--- src/rtl/drum_step_scheduler.sv ---
// Drum step sequencer: walks STEPS steps per bar on step_tick and fires per-instrument
// triggers. Each instrument has a double-buffered pattern that is swapped in at the start of a bar.
module drum_step_scheduler #(
    parameter int STEPS       = 8,
    parameter int TRIG_CYCLES = 4
) (
    input  logic             clk,
    input  logic             reset,
    input  logic             start,
    input  logic             stop,
    input  logic             step_tick,
    input  logic             pat_wr,
    input  logic [1:0]       pat_sel,
    input  logic [STEPS-1:0] pat_data,
    input  logic [3:0]       mute,
    output logic [3:0]       trig,
    output logic [3:0]       timing,
    output logic             playing,
    output logic             bar_start,
    output logic             pending
);

    localparam logic [3:0]       LP_LAST = 4'(STEPS);
    localparam logic [3:0]       LP_HOLD = 4'(TRIG_CYCLES);
    localparam logic [STEPS-1:0] LP_ONE  = {{(STEPS-1){1'b0}}, 1'b1};

    typedef enum logic [1:0] {IDLE, ARMED, RUN} state_t;

    state_t           r_state;
    state_t           w_nextState;
    logic [3:0]       r_step;
    logic [3:0]       r_hold [4];
    logic [STEPS-1:0] r_active [4];
    logic [STEPS-1:0] r_shadow [4];
    logic             r_barStart;
    logic             r_pending;

    logic             w_running;
    logic             w_stopNow;
    logic             w_fire;
    logic             w_commit;
    logic [3:0]       w_nextStep;
    logic [3:0]       w_idx;
    logic [STEPS-1:0] w_stepMask;
    logic [3:0]       w_trigNext;

    always_ff @(posedge clk or posedge reset) begin
        if (reset) r_state <= IDLE;
        else       r_state <= w_nextState;
    end

    always_comb begin
        w_nextState = r_state;
        case (r_state)
            IDLE:    if (start && !stop) w_nextState = ARMED;
            ARMED:   if (stop) w_nextState = IDLE;
                     else if (step_tick) w_nextState = RUN;
            RUN:     if (stop) w_nextState = IDLE;
            default: w_nextState = IDLE;
        endcase
    end

    assign w_running  = (r_state != IDLE);
    assign w_stopNow  = w_running && stop;
    assign w_fire     = w_running && step_tick && !stop;
    assign w_nextStep = ((r_state == ARMED) || (r_step == LP_LAST)) ? 4'd1 : (r_step + 4'd1);
    assign w_commit   = w_fire && (w_nextStep == 4'd1);
    assign w_idx      = w_nextStep - 4'd1;
    assign w_stepMask = LP_ONE << w_idx;

    // A bar-start fire evaluates against the shadow copy, since that copy becomes active on this same edge.
    always_comb begin
        w_trigNext = 4'b0000;
        for (int i = 0; i < 4; i++) begin
            if (w_commit) w_trigNext[i] = (|(r_shadow[i] & w_stepMask)) && !mute[i];
            else          w_trigNext[i] = (|(r_active[i] & w_stepMask)) && !mute[i];
        end
    end

    always_ff @(posedge clk or posedge reset) begin
        if (reset) begin
            r_step     <= 4'd0;
            r_barStart <= 1'b0;
            for (int i = 0; i < 4; i++) r_hold[i] <= 4'd0;
        end else if (w_stopNow) begin
            r_step     <= 4'd0;
            r_barStart <= 1'b0;
            for (int i = 0; i < 4; i++) r_hold[i] <= 4'd0;
        end else if (w_fire) begin
            r_step     <= w_nextStep;
            r_barStart <= w_commit;
            for (int i = 0; i < 4; i++) r_hold[i] <= w_trigNext[i] ? LP_HOLD : 4'd0;
        end else begin
            r_barStart <= 1'b0;
            for (int i = 0; i < 4; i++) begin
                if (r_hold[i] != 4'd0) r_hold[i] <= r_hold[i] - 4'd1;
            end
        end
    end

    // The commit copies the old shadow; a write on the same edge lands in shadow and stays pending.
    always_ff @(posedge clk or posedge reset) begin
        if (reset) begin
            r_pending <= 1'b0;
            for (int i = 0; i < 4; i++) begin
                r_active[i] <= '0;
                r_shadow[i] <= '0;
            end
        end else begin
            if (w_commit) begin
                for (int i = 0; i < 4; i++) r_active[i] <= r_shadow[i];
            end
            if (pat_wr) begin
                r_shadow[pat_sel] <= pat_data;
                if (r_state == IDLE) r_active[pat_sel] <= pat_data;
            end
            if (pat_wr && (r_state != IDLE)) r_pending <= 1'b1;
            else if (w_commit)               r_pending <= 1'b0;
        end
    end

    always_comb begin
        trig = 4'b0000;
        for (int i = 0; i < 4; i++) trig[i] = (r_hold[i] != 4'd0);
    end

    assign timing    = r_step;
    assign playing   = (r_state == RUN);
    assign bar_start = r_barStart;
    assign pending   = r_pending;

endmodule

--- config.mk ---
export PLATFORM = sky130hd
export DESIGN_NAME = drum_step_scheduler
export DESIGN_NICKNAME = d
export VERILOG_FILES = /design/src/rtl/drum_step_scheduler.sv
export SDC_FILE = /design/constraint.sdc
export NUM_CORES = 1
export LEC_CHECK = 0
export CAP_MARGIN = 20
export CORE_ASPECT_RATIO = 1.5
export CORE_MARGIN = 4
export CORE_UTILIZATION = 25
export CTS_BUF_LIST = sky130_fd_sc_hd__clkbuf_16
export DETAILED_ROUTE_END_ITERATION = 12
export PLACE_DENSITY_LB_ADDON = 0.15
export SLEW_MARGIN = 20
export SYNTH_ARGS = -nofsm -noshare
export SYNTH_HDL_FRONTEND = slang
export SYNTH_SLANG_ARGS = --single-unit
--- constraint.sdc ---
create_clock -name clk -period 5.9 [get_ports clk]
set_input_delay 1.18 -clock clk [delete_from_list [all_inputs] [get_ports clk]]
set_output_delay 1.18 -clock clk [all_outputs]
set_load 0.05 [all_outputs]
### Yosys cells after proc, flatten, opt, wreduce, memory -nomap -nowiden

Index checks and enable logic that the tools add are counted.

* bitwise operators: 9
* magnitude comparators: 2
* $mul: 0
* shift operators: 1
* divide/modulo/power cells: 0
* mux-type cells: 33
* reduce and logical (&&, ||, !) cells: 42
* eq/ne operators: 7
* add/sub/neg operators: 6

Operator list (count)
* two-way mux 32 bit: 3
* bitwise AND 8 bit: 8
* bitwise mux 32 bit: 2
* OR reduction 8 bit: 8
* two-way mux 16 bit: 2
* two-way mux 4 bit: 7
* subtractor 4 x 1 -> 4 bit (second input constant): 5
* demux 8 bit (select 2 bit): 1
* nonzero test 4 bit: 4
* logical AND 1 bit: 15
* two-way mux 3 bit: 4
* nonzero test 3 bit: 4
* two-way mux 1 bit: 8
* two-way mux 2 bit: 4
* two-way mux 8 bit: 1
* left shift 1 x 4 -> 8 bit (first input constant): 1
* case mux 2 bit (3 select lines): 1
* nonzero test 2 bit: 3
* zero test 1 bit: 5
* adder 4 x 1 -> 4 bit (second input constant): 1
* equality test 4 x 1 -> 1 bit (second input constant): 1
* equality test 4 bit (second input constant): 1
* != test 2 bit (second input constant): 2
* greater-or-equal comparator 3 bit (second input constant): 1
* other kinds (8): 8

* bits in latches: 0
* ROM bits: 0
* memories: 0
* register bits after elaboration: 88
* RAM bits: 0
* bits of input ports: 20

### Depth between registers and ports, before layout

* word-level depth: 12
* gate-level depth with buffers: 10
* depth with buffers taken out: 7

### Worst setup path before layout

OpenSTA, ideal clock, no wires.

* kind: register -> register
* start: reg r_step[0] (netlist: timing[0])
* end: reg r_active[10] (netlist name)
* stages on the path, launching flop included: 11
* arrival time: 2.753 ns
* buffers on the path: 3
* path slack: 3.016 ns
* cell sequence: dfrtp_1 clkbuf_1 inv_1 ha_1 or3_4 o211a_4 or2_1 buf_6 buf_12 mux2i_1 o21ai_1

* cells in the longest elaborated chain, start to end: 9
* elaborated cells on any way between the ends: 10
* classes of those cells: add/sub (1); eq/ne (2); mux (5); reduce/logical (2)

RTL lines
* from (decl): RTL line 31 `logic [3:0] r_step;`
* from (signal assigned): RTL line 90 `r_step <= w_nextStep;`
* branches (longest 2 deep; another with adder 4 x 1 -> 4 bit)
* two-way mux 4 bit (*): RTL line 66 `assign w_nextStep = ((r_state == ARMED) || (r_step == LP_LAST)) ? 4'd1 : (r_step + 4'd1);`
* equality test 4 x 1 -> 1 bit (*): RTL line 67 `assign w_commit = w_fire && (w_nextStep == 4'd1);`
* logical AND 1 bit (*): RTL line 67
* two-way mux 32 bit (*): RTL line 110 `if (w_commit) begin`
* bitwise mux 32 bit: RTL line 115 `if (r_state == IDLE) r_active[pat_sel] <= pat_data;`
* two-way mux 32 bit: RTL line 115
* two-way mux 32 bit (*): RTL line 113 `if (pat_wr) begin`
* to (signal, indexed assignment): RTL line 115
* to (decl): RTL line 33 `logic [STEPS-1:0] r_active [4];`

Every way passes the cells marked *.
A chain may end at the register's enable or synchronous reset.

### Final worst setup path

* start: reg r_step[0] (netlist: timing[0])
* end: reg r_active[19] (netlist name)

The elaborated chain is that of the path after synthesis.

==> results.env <==
LAYOUTNONFILLERINSTCOUNT=634
SORT_OF_ELEMENT_AT_THE_END_OF_THE_CRITICAL_PATH='flip-flop'
HOLDPATHEND='r_shadow[25]'
WORST_R2R_ENDPOINT='r_active[19]'
MAXIMUM_VDD_IR_DROP_V=0.000177
NUMBER_OF_ANTENNA_VIOLATIONS_AT_THE_FIRST_CHECK_IN_GLOBAL_ROUTING=0
SYNTHADDERAREAFRAC=0.0178
SETUP_VIOL=0
STATIC-LEAKAGE-POWER_nW=2.24
HOLD_VIOL=0
DRT_FIRST_PASS_ITERS=4
GRT_UTIL_OVERALL=0.118
CTS-ROOT-TO-SINK-BUFFERS=2
SETUP.REG_TO_REG.WORST_SLACK_NS=2.51
ROUTEDWLPERCELL_MICRONS=17.0
ROUTED_WL_MICRONS=10800
TIMING.FINAL.CRIT_SHARE=0.575
TIGHTEST_SLEW_NS=1.03
PLACEDCELLCOUNT=618
ROUTABILITYCONGESTION=0.790
WORST_SKEW_PAIR.LATE_LATENCY_NS=0.34
N_FILL_CELL=1734
SYNTH_FLOP_CELL='dfrtp_1'
POST_DRT_VIA_CELL_RATIO=4.74
POSTSYNTHNETCOUNT=418
CRITICAL_PATH_PEAK_FANOUT=30
MEAN_AREA_PER_SYNTHESIZED_CELL_SQ_UM=10.8
FINAL_WORST_PATH_PERIOD_NEED_NS=3.39
CLK_ROOT_BUFFER_CELL='clkbuf_16'
CLOCK_SKEW_NS=0.00716
SYNTH_SIMPLE_GATE_AREA_FRAC=0.130
CRIT_START='timing[0]'
SETUP.WORST_PATH.START_CLASS='flip-flop'
DEPTH_OF_THE_MOST_CRITICAL_REG_TO_REG_PATH=7
YS_TYPES=49
AREAGROWTHSYNTHTOFINISH_PCT=18.4
GRT_REMAINING_OVERFLOW=0
NUMBER_OF_VIOLATIONS_OF_THE_MAX_CAPACITANCE_LIMIT=0
FINALNETCOUNT=445
GRT_START_MAX_NET_PINS=46
FLOORPLAN.DIE_AREA_SQ_UM=19100
EFFECTIVE_UTILIZATION_AT_FLOORPLAN=0.253
SYN-CELL-AREA_SQ_UM=4230
SYNTH_EDF_COUNT=0
CTS_POST_SETUP_BUFFERS_INSERTED=0
SEQUENTIAL_ELEMENT_SHARE_OF_THE_SYNTHESIZED_AREA=0.497
SYNTH-XOR-AREA-SHARE=0.0228
STATUS='finished clean'
COMPLEX_GATE_FRACTION_OF_THE_SYNTHESIZED_AREA=0.112
MIN_PATH_TYPE='flip-flop to flip-flop'
SYNTH.MUX.AREA_FRACTION=0.179
GRT_SETUP_UNREPAIRED='false'
CTS_BUFFERS=9
CTS.REPORTEDPATHS.CLKPINSLEW_NS=0.06
CHIPWIDTH_MICRONS=114
DETAIL_ROUTE.ITER0.VIOLATIONS=143
SYNTH_SEQ_CELLS=84
FINAL_LAYOUT_SIZE_SUFFIX_GT1_FRAC=0.127
ANTENNA-DIODE-COUNT=0
HOLDPATHSTAGES=1
DOMINANT_COMBINATIONAL_CELL_FAMILY_BY_AREA_AFTER_SYNTHESIS='multiplexers'
VIAS=3004
FMAXACHIEVABLE_MHz=295
HTREEDEPTH=3
DIE_H_MICRONS=167
FIRST_GLOBAL_VIAS=3015
SYN_INST=392
DRV_SLEW=0
PIN_COUNT=31
WORSTREG2REGSTART='timing[0]'
PLACEMENTROWS=58
PORT-BUFFER-COUNT=30
POSTROUTEANTENNANETS=0
WORST_SLEW_MARGIN_REL=0.314
ROUTE.DETAILED.DRC=0
COUNT_OF_SYNTHESIS_STAGE_WARNINGS_FROM_YOSYS=0
CLOCK_SINK_COUNT=84
WORST_PATH_REQUIRED_TIME_NS=6.09
WORST_HOLD_START='r_shadow[25]'
FINAL.SETUP.TNS_NS=0
WORST_EP_ARRIVAL_TIME_NS=3.58
HPWL_MICRONS=7670
YS_ASYNC_SR_FRACTION=1.00
PATH_CLASS='flip-flop to flip-flop'
POWER.DENSITY_CELL_AREA_nW_PER_UM2=431
TRITONCTS_CLOCK_TREE='yes'
CTS_RESIZED=0
FP.COREAREA_SQ_UM=16700
WIRE_LENGTH_OF_THE_FIRST_GLOBAL_ROUTING_PASS_MICRONS=17400
CTSHOLDBUFFERS=0
flip-flops by register name (all words and copies together) (netlist names):
register / cells
bar_start: 1
pending: 1
r_active: 28
r_hold: 16
r_shadow: 32
r_state: 2
timing: 4
cell type report:
| cell class | instances | area (sq um) | area share |
|---|---|---|---|
| Inverter | 14 | 53.8 | 0.0108 |
| Sequential cell | 84 | 2100 | 0.420 |
| Multi-Input combinational cell | 278 | 1960 | 0.391 |
| Clock buffer | 9 | 225 | 0.0450 |
| Tap cell | 210 | 263 | 0.0525 |
| Timing Repair Buffer | 32 | 315 | 0.0630 |
| Clock inverter | 7 | 90.1 | 0.0180 |
critical path, stage by stage (launching register included):
cell and delay [ns]:
dfrtp_1 0.61, inv_1 0.17, ha_1 0.60, or3_4 0.51, o211a_4 0.27, or2_2 0.67
mux2i_1 0.30, o21ai_1 0.07
kinds of logic (layout without fill, tap and decap cells):
family                     Yosys count  after routing
adders and majority gates            6              6
AOI/OAI and AO/OA                   74             74
and+or+nand+nor                    116            116
xor gates and xnor gates            11             11
DFF                                 84             84
buffers and inverters               30             62
muxes                               71             71
synthesized netlist by cell type, drive strengths merged, types with 5 or more instances:
library cell  count  area (sq um)
o21ai            35           175
a21oi            12          60.1
mux2             36           405
and3              5          31.3
a211oi            6          45.0
nor3              7          35.0
ha                6          75.1
buf               9          92.6
nor2b             8          50.1
mux2i            35           350
nand2            43           161
nor2             31           116
xnor2             5          43.8
dfrtp            84          2100
clkbuf            7          26.3
nand3             5          25.0
inv              14          52.6
xor2              6          52.6
power by group:
| part | leakage (nW) | switching, mW | internal (mW) |
|---|---|---|---|
| Clock | 0.157 | 0.234 | 0.369 |
| Combinational | 1.06 | 0.376 | 0.308 |
| Sequential | 1.03 | 0.128 | 0.744 |
| Total | 2.24 | 0.738 | 1.42 |
placed cells by master, fill, tap and decap left out, types with 3 or more instances in the layout:
cell type and count:
dfrtp_1 84, nand2_1 43, mux2i_1 35, o21ai_1 31
nor2_1 30, clkdlybuf4s50_1 30, mux2_2 28, inv_1 13
a21oi_1 12, clkbuf_16 9, mux2_1 8, nor2b_1 8
nor3_1 7, xor2_1 6, a211oi_1 6, ha_1 6
nand3_1 5, xnor2_1 5, and3_1 5, nand3b_1 4
o21ai_0 4, o32a_1 4, clkinv_2 3, a221oi_1 3
per-stage QoR:
step	cell area [sq um]	power (mW)	hold slack [ns]	setup slack, ns	util
floorplan	4230	1.37	0.457	2.55	-
global placement	4690	1.56	0.470	2.32	0.281
detailed placement	4690	1.58	0.478	2.25	0.281
CTS	5000	2.19	0.493	2.47	0.300
global route	5000	2.31	0.510	2.31	0.300
finish	5000	2.16	0.486	2.51	0.300
routing by layer:
layer / share of wire / vias up / global-route usage
li1: - / 1451 / -
met4: 0.017 / 0 / 0.0439
met2: 0.53 / 42 / 0.209
met1: 0.43 / 1502 / 0.145
met5: 0 / - / 0
met3: 0.020 / 9 / 0.0152
how the worst max path moves through the flow:
stage	to	slack, ns	cells after the start
6_report	r_active[19]	2.51	7
5_1_grt	r_active[20]	2.31	7
4_1_cts	r_active[19]	2.47	7
3_5_place_dp	r_active[22]	2.25	4
3_3_place_gp	r_active[21]	2.32	4
2_1_floorplan	bar_start	2.55	1
Note: power is estimated with default switching activity, not from simulation.
